$ cat config.mk
export PLATFORM = sky130hd
export DESIGN_NAME = main_memory_dp
export DESIGN_NICKNAME = d
export VERILOG_FILES = /design/src/rtl/main_memory_dp.sv
export SDC_FILE = /design/constraint.sdc
export NUM_CORES = 1
export LEC_CHECK = 0
export CAP_MARGIN = 20
export CORE_AREA = 3 3 114 116
export CTS_CLUSTER_SIZE = 10
export DETAILED_ROUTE_END_ITERATION = 10
export DIE_AREA = 0 0 117 119
export DONT_BUFFER_PORTS = 1
export PLACE_DENSITY = 0.6
export SLEW_MARGIN = 30
export SYNTH_ARGS = -nofsm -noshare
export SYNTH_HDL_FRONTEND = slang
export SYNTH_SLANG_ARGS = --single-unit
export TNS_END_PERCENT = 5
$ cat constraint.sdc
create_clock -name clk -period 4.8 [get_ports clk]
set_input_delay 0.96 -clock clk [delete_from_list [all_inputs] [get_ports clk]]
set_output_delay 0.96 -clock clk [all_outputs]
set_load 0.01 [all_outputs]
$ cat src/rtl/main_memory_dp.sv
// Dual-port word memory for the MIC-1 datapath: port A read/write, port B read-only,
// with a fixed-latency read pipeline, out-of-range flags and a post-reset zero-fill.
module main_memory_dp #(
    parameter int DATA_W         = 9,
    parameter int ADDR_W         = 9,
    parameter int DEPTH          = 10,
    parameter int RD_LATENCY     = 1,
    parameter int CLEAR_ON_RESET = 1
) (
    input  logic              clk,
    input  logic              rst_n,
    output logic              init_done,
    input  logic              a_req,
    input  logic              a_we,
    input  logic [ADDR_W-1:0] a_addr,
    input  logic [DATA_W-1:0] a_wdata,
    output logic [DATA_W-1:0] a_rdata,
    output logic              a_rvalid,
    output logic              a_err,
    input  logic              b_req,
    input  logic [ADDR_W-1:0] b_addr,
    output logic [DATA_W-1:0] b_rdata,
    output logic              b_rvalid,
    output logic              b_err
);

    localparam int                IDX_W   = (DEPTH > 1) ? $clog2(DEPTH) : 1;
    localparam logic [ADDR_W:0]   LP_DEPTH = (ADDR_W + 1)'(DEPTH);
    localparam logic [IDX_W-1:0]  LP_LAST  = IDX_W'(DEPTH - 1);

    typedef enum logic {ST_INIT, ST_READY} state_t;

    state_t             r_state;
    state_t             w_state_next;
    logic               w_init_we;
    logic [IDX_W-1:0]   r_init_cnt;
    logic               r_init_done;
    logic               r_a_werr;
    logic [DATA_W-1:0]  r_mem [DEPTH];

    logic               w_a_acc;
    logic               w_b_acc;
    logic               w_a_wr;
    logic [IDX_W-1:0]   w_a_idx;
    logic [IDX_W-1:0]   w_b_idx;
    logic [1:0]         w_rd;
    logic [1:0]         w_inr;
    logic [DATA_W-1:0]  w_rd_data [2];

    // Full-width compare: addresses beyond DEPTH are flagged, never aliased.
    assign w_inr[0] = ({1'b0, a_addr} < LP_DEPTH);
    assign w_inr[1] = ({1'b0, b_addr} < LP_DEPTH);
    assign w_a_idx  = a_addr[IDX_W-1:0];
    assign w_b_idx  = b_addr[IDX_W-1:0];

    assign w_a_acc  = a_req & r_init_done;
    assign w_b_acc  = b_req & r_init_done;
    assign w_a_wr   = w_a_acc & a_we & w_inr[0];
    assign w_rd[0]  = w_a_acc & ~a_we;
    assign w_rd[1]  = w_b_acc;

    assign w_rd_data[0] = w_inr[0] ? r_mem[w_a_idx] : '0;
    assign w_rd_data[1] = w_inr[1] ? r_mem[w_b_idx] : '0;

    always_comb begin
        w_state_next = r_state;
        w_init_we    = 1'b0;
        case (r_state)
            ST_INIT: begin
                w_init_we = 1'b1;
                if (r_init_cnt == LP_LAST) begin
                    w_state_next = ST_READY;
                end
            end
            ST_READY: w_state_next = ST_READY;
            default:  w_state_next = ST_READY;
        endcase
    end

    always_ff @(posedge clk or negedge rst_n) begin
        if (!rst_n) begin
            r_state     <= (CLEAR_ON_RESET != 0) ? ST_INIT : ST_READY;
            r_init_cnt  <= '0;
            r_init_done <= 1'b0;
            r_a_werr    <= 1'b0;
        end else begin
            r_state     <= w_state_next;
            r_init_done <= (w_state_next == ST_READY);
            r_a_werr    <= w_a_acc & a_we & ~w_inr[0];
            if (w_init_we) begin
                r_init_cnt <= r_init_cnt + IDX_W'(1);
            end
        end
    end

    // Array has no reset so it maps onto block RAM; nonblocking update gives read-before-write.
    always_ff @(posedge clk) begin
        if (w_init_we) begin
            r_mem[r_init_cnt] <= '0;
        end else if (w_a_wr) begin
            r_mem[w_a_idx] <= a_wdata;
        end
    end

    genvar gi;
    generate
        for (gi = 0; gi < 2; gi++) begin : g_port
            logic              r_vld [RD_LATENCY];
            logic              r_err [RD_LATENCY];
            logic [DATA_W-1:0] r_dat [RD_LATENCY];

            // Data stages only advance behind a valid, so the last stage holds between reads.
            always_ff @(posedge clk or negedge rst_n) begin
                if (!rst_n) begin
                    for (int i = 0; i < RD_LATENCY; i++) begin
                        r_vld[i] <= 1'b0;
                        r_err[i] <= 1'b0;
                        r_dat[i] <= '0;
                    end
                end else begin
                    r_vld[0] <= w_rd[gi];
                    r_err[0] <= w_rd[gi] & ~w_inr[gi];
                    if (w_rd[gi]) begin
                        r_dat[0] <= w_rd_data[gi];
                    end
                    for (int i = 1; i < RD_LATENCY; i++) begin
                        r_vld[i] <= r_vld[i-1];
                        r_err[i] <= r_err[i-1];
                        if (r_vld[i-1]) begin
                            r_dat[i] <= r_dat[i-1];
                        end
                    end
                end
            end
        end
    endgenerate

    assign init_done = r_init_done;
    assign a_rdata   = g_port[0].r_dat[RD_LATENCY-1];
    assign a_rvalid  = g_port[0].r_vld[RD_LATENCY-1];
    assign a_err     = g_port[0].r_err[RD_LATENCY-1] | r_a_werr;
    assign b_rdata   = g_port[1].r_dat[RD_LATENCY-1];
    assign b_rvalid  = g_port[1].r_vld[RD_LATENCY-1];
    assign b_err     = g_port[1].r_err[RD_LATENCY-1];

endmodule

Word level (Yosys, flattened, before mapping)
Memories as Yosys holds them, arrays and structs flattened.
Cells that the tools add are included.
- flip-flop bits (word level): 28
- word-level logic and storage cells: 39
- output and inout port bits: 23
- memories kept: 1
- memory bits (writable): 90
- bits of input ports: 32
- eq/ne operators: 1
- bitwise logic cells: 13
- add/sub/neg operators: 1
- order comparisons: 2
- muxes and demuxes: 11
- reduce and logical (&&, ||, !) cells: 1
- memory list (memory ; words ; width ; read ports ; clocked after Yosys merged registers in ; write ports ; RTL line ; source):
    r_mem ; 10 ; 9 ; 2 ; 0 ; 1 ; 39 ; logic [DATA_W-1:0] r_mem [DEPTH];
- operator list (kind ; number):
    9-bit 2-to-1 mux ; 3
    9-bit by 4-bit < comparator with 1-bit output (second input constant) ; 2
    9-bit OR reduction ; 1
    1-bit AND ; 8
    1-bit 2-to-1 mux ; 6
    4-bit by 1-bit adder with 4-bit output (second input constant) ; 1
    4-bit == test (second input constant) ; 1
    4-bit 2-to-1 mux ; 1
    1-bit inverter ; 4
    1-bit one-hot mux with 2 select lines ; 1
    1-bit bitwise OR ; 1

Longest topological paths before layout
Gate-level depths: netlist of the first run.
- word-level depth: 8
- gate-level depth with buffers: 7
- depth with buffers taken out: 4

Worst setup path before layout of the first run
Ideal clock, no wire load.
- path type: in2reg
- start point: input port a_addr[8]
- end point: memory r_mem[3][0], enable pin
- data arrival time: 2801 ps
- cell stages on the path: 5
- required time: 4426 ps
- library setup time: 374 ps
- slack: 1624 ps
- path buffers: 1
- cell sequence: or4_1 > buf_2 > nor4b_4 > mux2_2 > nor2_1
- word-level cells in the longest chain between the ends: 7
- elaborated cells between the ends (all ways): 8
- those cells by class: order compare (1); mux (5); bitwise (1); reduce/logical (1)
- RTL lines (element ; RTL line ; source):
    start, declared ; 15 ; input logic [ADDR_W-1:0] a_addr,
    9-bit by 4-bit < comparator with 1-bit output * ; 51 ; assign w_inr[0] = ({1'b0, a_addr} < LP_DEPTH);
    1-bit AND * ; 58 ; assign w_a_wr = w_a_acc & a_we & w_inr[0];
    1-bit 2-to-1 mux * ; 100 ; end else if (w_a_wr) begin
    1-bit 2-to-1 mux * ; 98 ; if (w_init_we) begin
    1-bit 2-to-1 mux (implied by the code) * ; 101 ; r_mem[w_a_idx] <= a_wdata;
    9-bit OR reduction (no line) ; - ;
    4-bit 2-to-1 mux (no line) or 1-bit 2-to-1 mux (tied branches) ; - ;
    end, declared ; 39 ;
Mark *: on every way between the ends. The rest lies on a longest branch, timed or not.

Worst setup path in the final report of the first run
- start point: input port a_addr[8]
- end point: memory r_mem[3][2], enable pin
The elaborated chain is that of the path after synthesis.

==> results.tsv, run 1 <==
stage	metric	value	unit
status	status	finished clean	
place	Port Buffers	0	
place	post-DP HPWL	8370	µm
cells_and_area	area grow syn2layout	12.2	%
grt	GR Util met1	26.0	%
routing	Routed Antenna Nets	0	
grt	vias in the first global route	3000	
synthesis	register bit total from synthesis	118	
synthesis	mapped cell area	5380	µm²
synthesis	syn_nets	355	
critical_path	delay-heaviest family, CP	simple AND/OR/NAND/NOR gates	
cts	Hold Buf Count CTS	0	
routing	vias after detailed routing	2923	
synthesis	top post-synthesis cells by area	edfxtp_1 (50%), mux4_2 (15%), dfrtp_1 (13%)	
cts	Max Buffers Root-to-Sink	2	
cells_and_area	commonest non-fill, non-tap cell in the layout	edfxtp_1	
timing	fin. max-slew vios	0	
critical_path	Critical path buffers and inverters	0	
grt	global routing's busiest layer	met2	
critical_path	Worst Path Max Fanout	14	
cts	CTS Buf Count	17	
synthesis	Synth area leader	edfxtp_1	
floorplan	std cell rows	40	
cts	Post-CTS Resized	0	
critical_path	arrival time at the worst endpoint	3.50	ns
pwr	Worst VDD drop	0.282	mV
timing	Fin. Hold Viols	0	
critical_path	Startpoint Class	input port	
worst_hold_path	Hold/Removal Path Class	in2async	
routing	DRC	0	
cts	clock transition at the registers of the reported paths	0.05	ns
cts	CTS tree	built	
grt	GRT Resource Usage Total	18.2	%
routing	DRT iter0 DRCs	205	
synthesis	Yosys Warn Count	0	
synthesis	Seq/Total Area, Yosys	63.3	%
timing	Hold WS	0.254	ns
critical_path	Setup crit end kind	flip-flop	
critical_path	crit path kind	in2reg	
timing	RSZ-0062 raised after global routing	false	
routing	Routed WL	12000	µm
cts	Post-CTS Setup Inserts	0	
grt	first-pass GRT wire length	18400	µm
floorplan	Initial Util	44.8	%
cts	H-tree depth	4	
floorplan	I/O Pins	55	
critical_path	Data required, critical path	4.82	ns
timing	Tcrit/Tclk final	72.5	%
grt	met2 usage	27.3	%
pwr	LEAKAGE	2.27	nW
synthesis	post-synth top area share	50.3	%
timing	Slew @ Worst Pin	0.951	ns
synthesis	Distinct cells, synth	35	
timing	setup TNS	0	ns
timing	shortest period the worst path allows	3.48	ns
floorplan	core area	12000	µm²
synthesis	Synth Flop Type	edfxtp_1	
critical_path	Worst path max stage delay	0.76	ns
cells_and_area	fin util	50.2	%
synthesis	Post-synth ARST share	23.7	%
floorplan	Die Y	119	µm
cells_and_area	Nets	354	
critical_path	Crit-path slowest cell	nor4b_4	
timing	Worst Skew	0.00614	ns
grt	largest net degree at the start of global routing	33	
synthesis	Post-synth EDFFs	90	
place	GPL Wtd Cong	0.827	
timing	Final setup viols	0	
grt	total grt overflow	0	
routing	Detailed Routing Iterations Pass 1	5	
floorplan	die area	13900	µm²
routing	vias per std cell	6.09	
synthesis	Post-Synthesis Cells	321	
timing	Peak Freq	287	MHz
cells_and_area	antenna cells	0	
cells_and_area	most frequent cells in the layout	edfxtp_1 (90), mux4_2 (36), mux2i_1 (31), dfrtp_1 (28), clkbuf_16 (17)	
grt	initial antenna violation count	0	
cells_and_area	Finished Layout Cells	480	
routing	drt wl/cell	24.9	µm
run	Max Cap Viol	0	
cells_and_area	fillcell total	989	
synthesis	syn avg cell area	16.8	µm²
cts	CTS sink count	118	
timing	Slew Limit Headroom	36.4	%
critical_path	crit path cell chain	or4_1, nor4b_4, mux2_2, nor2_1	
grt	met3 Use GR	5.23	%
cells_and_area	share of cells above drive strength 1	24.0	%
cts	Root Buffer	clkbuf_16	
pwr	Tot Pwr	0.00231	W
cts	later-pin clock latency in the skew report	0.40	ns
pwr	Pwr per Cell Area	383	nW/µm²
place	Placed Cells	448	
floorplan	die outline width	117	µm
[worst reg2reg max path, stage by stage (launching register included)]
cell and delay [ns]:
dfrtp_1 0.65, nand3_1 0.25, nor4b_4 0.80, mux2_2 0.43
nor2_1 0.69
[metal layers]
layer | up-vias | share of wire (%) | wire [µm]
met2 | 127 | 48 | 5760
li1 | 1288 | - | -
met1 | 1503 | 43 | 5100
met4 | 0 | 0.71 | 85
met3 | 5 | 8.5 | 1010
met5 | - | 0 | 0
[area by class of cell]
class                           count  area [µm²]  share of cell area, %
Tap cell                          147         184                   3.05
Sequential cell                   118        3400                   56.4
Clock inverter                     10         106                   1.76
Clock buffer                       22         444                   7.36
Inverter                            7        26.3                  0.436
Multi-Input combinational cell    176        1870                   31.0
[cells in the mapped netlist, drive strengths merged, types with 2 or more instances]
cell / number
clkbuf: 12
ha: 2
mux2: 10
a22oi: 9
mux2i: 31
xnor2: 3
o21ai: 11
and2: 9
nand3: 4
nor2: 18
nor2b: 2
o22ai: 2
buf: 8
a21oi: 3
mux4: 36
o32a: 2
dfrtp: 28
o221ai: 9
edfxtp: 90
or4: 4
nand2: 12
inv: 7
[worst paths after layout]
| kind | startpoint | endpoint | slack, ns | cells after the start |
|---|---|---|---|---|
| worst max-delay path | a_addr[8] | r_mem[3][2]$_DFFE_PP_ | 1.32 | 4 |
| worst min-delay path | rst_n | r_init_cnt[0]$_DFFE_PN0N_ | 0.25 | 0 |
| worst max register to register | init_done$_DFF_PN0_ | r_mem[3][2]$_DFFE_PP_ | 1.60 | 4 |
| worst min register to register | r_init_cnt[3]$_DFFE_PN0N_ | r_init_cnt[3]$_DFFE_PN0N_ | 0.56 | 1 |
| max in group asynchronous | rst_n | a_rdata[6]$_DFFE_PN0P_ | 4.47 | 0 |
| min in group clk | r_init_cnt[3]$_DFFE_PN0N_ | r_init_cnt[3]$_DFFE_PN0N_ | 0.56 | 1 |
[sequential cells by signal (all words and copies together), names as in the netlist, 4 cells and up]
name,cells
a_rdata,9
b_rdata,9
r_init_cnt,4
r_mem,90
[power by group]
| part | internal, W | switching [W] | leakage [nW] |
|---|---|---|---|
| clock | 0.000757 | 0.000420 | 0.261 |
| combinational | 0.0000262 | 0.0000142 | 0.635 |
| sequential | 0.00109 | 0.00000187 | 1.37 |
| total | 0.00188 | 0.000436 | 2.27 |
[stage by stage]
step | instance area [µm²] | setup slack, ns
final | 6030 | 1.32
after global routing | 6030 | 1.26
after CTS | 6030 | 1.38
after detailed placement | 5480 | 0.957
after global placement | 5470 | 1.06
after floorplan | 5380 | 1.62
[logic make-up after synthesis]
kind of cell    count (synthesis)  synth area share, %
mux                            77                 22.9
flops                         118                 63.3
compound gates                 37                 4.79
xor+xnor                        3                0.489
simple gates                   57                 5.82
fa+ha+maj                       2                0.465
buf+inv                        27                 2.21
(Power assumes the default switching activity.)
==> run 2, diff against run 1 <==
- clock period: 4.8 -> 3.3 ns (I/O delays scaled with it)
==> run 2 against run 1 <==
  * Critical path depth grew 1
  * Clock skew shrank 0.0014 ns
  * Setup slack lost 0.65 ns
  * Sequential power grew 46%
  * Cell area grew 3.3%
  * First-iteration DRC count grew 59%
  * Largest cell class unchanged
==> results.tsv, run 2 (synthesis gave the netlist of run 1 again) <==
stage	metric	value	unit	change
place	Post-Place Cell Area	5570	µm²	+1.8%
cells_and_area	Biggest register	r_mem		
cts	Max Buffers Root-to-Sink	2		unchanged
place	GPL Wtd Cong	0.790		-4.5%
floorplan	Initial Util	44.8	%	unchanged
pwr	Tot Pwr	0.00361	W	+56%
place	Port Buffers	0		unchanged
timing	Final setup viols	0		unchanged
cells_and_area	commonest non-fill, non-tap cell in the layout	edfxtp_1		
grt	total grt overflow	0		unchanged
timing	Peak Freq	380	MHz	
critical_path	Startpoint Class	input port		
place	post-DP HPWL	8310	µm	-0.77%
cells_and_area	Nets	369		+4.2%
cts	Post-CTS Setup Inserts	0		unchanged
routing	drt wl/cell	24.2	µm	-3.1%
routing	Detailed Routing Iterations Pass 1	4		-1
floorplan	die outline width	117	µm	unchanged
cts	CTS tree	built		
cts	clock transition at the registers of the reported paths	0.06	ns	about the same
routing	Routed Antenna Nets	0		unchanged
cells_and_area	max reg flops	90		unchanged
status	status	finished clean		
critical_path	crit path kind	in2reg		
cells_and_area	Final Cell Area	6230	µm²	+3.3%
grt	initial antenna violation count	0		unchanged
cts	H-tree depth	4		unchanged
grt	first-pass GRT wire length	18600	µm	+1.1%
floorplan	Die Y	119	µm	unchanged
timing	shortest period the worst path allows	2.63	ns	
routing	DRC	0		unchanged
timing	Tcrit/Tclk final	79.8	%	
floorplan	std cell rows	40		unchanged
grt	GRT Resource Usage Total	18.6	%	+0.44 points
run	Max Cap Viol	0		unchanged
cts	Root Buffer	clkbuf_16		
timing	RSZ-0062 raised after global routing	false		
cells_and_area	fillcell total	960		-2.9%
pwr	Worst VDD drop	0.419	mV	+49%
floorplan	core area	12000	µm²	unchanged
grt	vias in the first global route	3035		+1.2%
routing	DRT iter0 DRCs	326		+59%
critical_path	Worst Path Max Fanout	9		-5
routing	vias per std cell	5.94		-2.4%
timing	Slew @ Worst Pin	0.957	ns	+0.00633 ns
cells_and_area	share of cells above drive strength 1	28.4	%	+4.4 points
routing	Routed WL	12000	µm	+0.30%
routing	vias after detailed routing	2954		+1.1%
critical_path	arrival time at the worst endpoint	2.67	ns	-0.83 ns
grt	largest net degree at the start of global routing	33		unchanged
cells_and_area	fin util	51.9	%	+1.6 points
cts	CTS sink count	118		unchanged
timing	Worst Skew	0.00476	ns	-0.00138 ns
cts	later-pin clock latency in the skew report	0.41	ns	about the same
pwr	Pwr per Cell Area	579	nW/µm²	+51%
cts	Post-CTS Resized	0		unchanged
timing	Slew Limit Headroom	36.0	%	-0.42 points
timing	setup TNS	0	ns	unchanged
timing	fin. max-slew vios	0		unchanged
cts	CTS Buf Count	17		unchanged
critical_path	Data required, critical path	3.33	ns	-1.49 ns
pwr	LEAKAGE	2.38	nW	+5.1%
floorplan	I/O Pins	55		unchanged
critical_path	Setup crit end kind	flip-flop		
cells_and_area	area grow syn2layout	15.8	%	
cells_and_area	most frequent cells in the layout	edfxtp_1 (90), mux4_2 (36), mux2i_1 (31), dfrtp_1 (28), nor2_1 (18)		
floorplan	die area	13900	µm²	unchanged
worst_hold_path	Hold/Removal Path Class	in2async		
timing	Fin. Hold Viols	0		unchanged
[run 2: area by class of cell]
cell class                 instances  area [µm²]  share of cell area (%)
inverter                           7        26.3                   0.422
multi-input combinational        176        1860                    29.8
sequential                       118        3400                    54.6
antenna                            2        5.00                  0.0803
clock inverter                    15         205                    3.29
clock buffer                      17         425                    6.83
tap                              147         184                    2.95
timing repair buffer              15         125                    2.01
[run 2: path summary, 6_finish.rpt]
path	startpoint	endpoint	slack, ns	cells past startpoint
hold reg to reg	b_rdata[8]$_DFFE_PN0P_	b_rdata[8]$_DFFE_PN0P_	0.56	2
min in group clk	b_addr[3]	b_err$_DFF_PN0_	0.40	2
max in group asynchronous	rst_n	b_rdata[6]$_DFFE_PN0P_	3.07	1
hold / removal	rst_n	a_rdata[8]$_DFFE_PN0P_	0.07	1
setup / recovery	a_addr[8]	r_mem[5][3]$_DFFE_PP_	0.67	5
setup reg to reg	init_done$_DFF_PN0_	r_mem[5][3]$_DFFE_PP_	0.85	4
[run 2: report_power, final]
group / internal, W / switching (W)
logic: 0.0000417 / 0.0000274
registers: 0.00159 / 0.00000272
clock network: 0.00127 / 0.000681
[run 2: critical path, stage by stage]
cell and delay, ns:
or4_1 0.53, buf_4 0.17, nor4b_4 0.40, mux2i_1 0.16, nor2_1 0.74
[run 2: repair_timing]
action,4_1_cts,5_1_grt
setup endpoints to repair,0,0
hold buffers,1,0
hold endpoints to repair,28,0
[run 2: per-layer routing]
layer	global-route usage [%]	share of wire, %
met5	0	0
met4	6.24	1.2
met3	5.44	5.5
met2	27.5	48
met1	26.4	46
[run 2: metrics by stage]
stage | std cells | setup slack (ns) | hold slack, ns
4_1_cts | 495 | 0.620 | 0.0567
2_1_floorplan | 321 | 0.424 | 0.364
5_1_grt | 495 | 0.520 | 0.0615
3_3_place_gp | 462 | 0.325 | 0.365
6_report | 497 | 0.666 | 0.0661
3_5_place_dp | 462 | 0.189 | 0.365
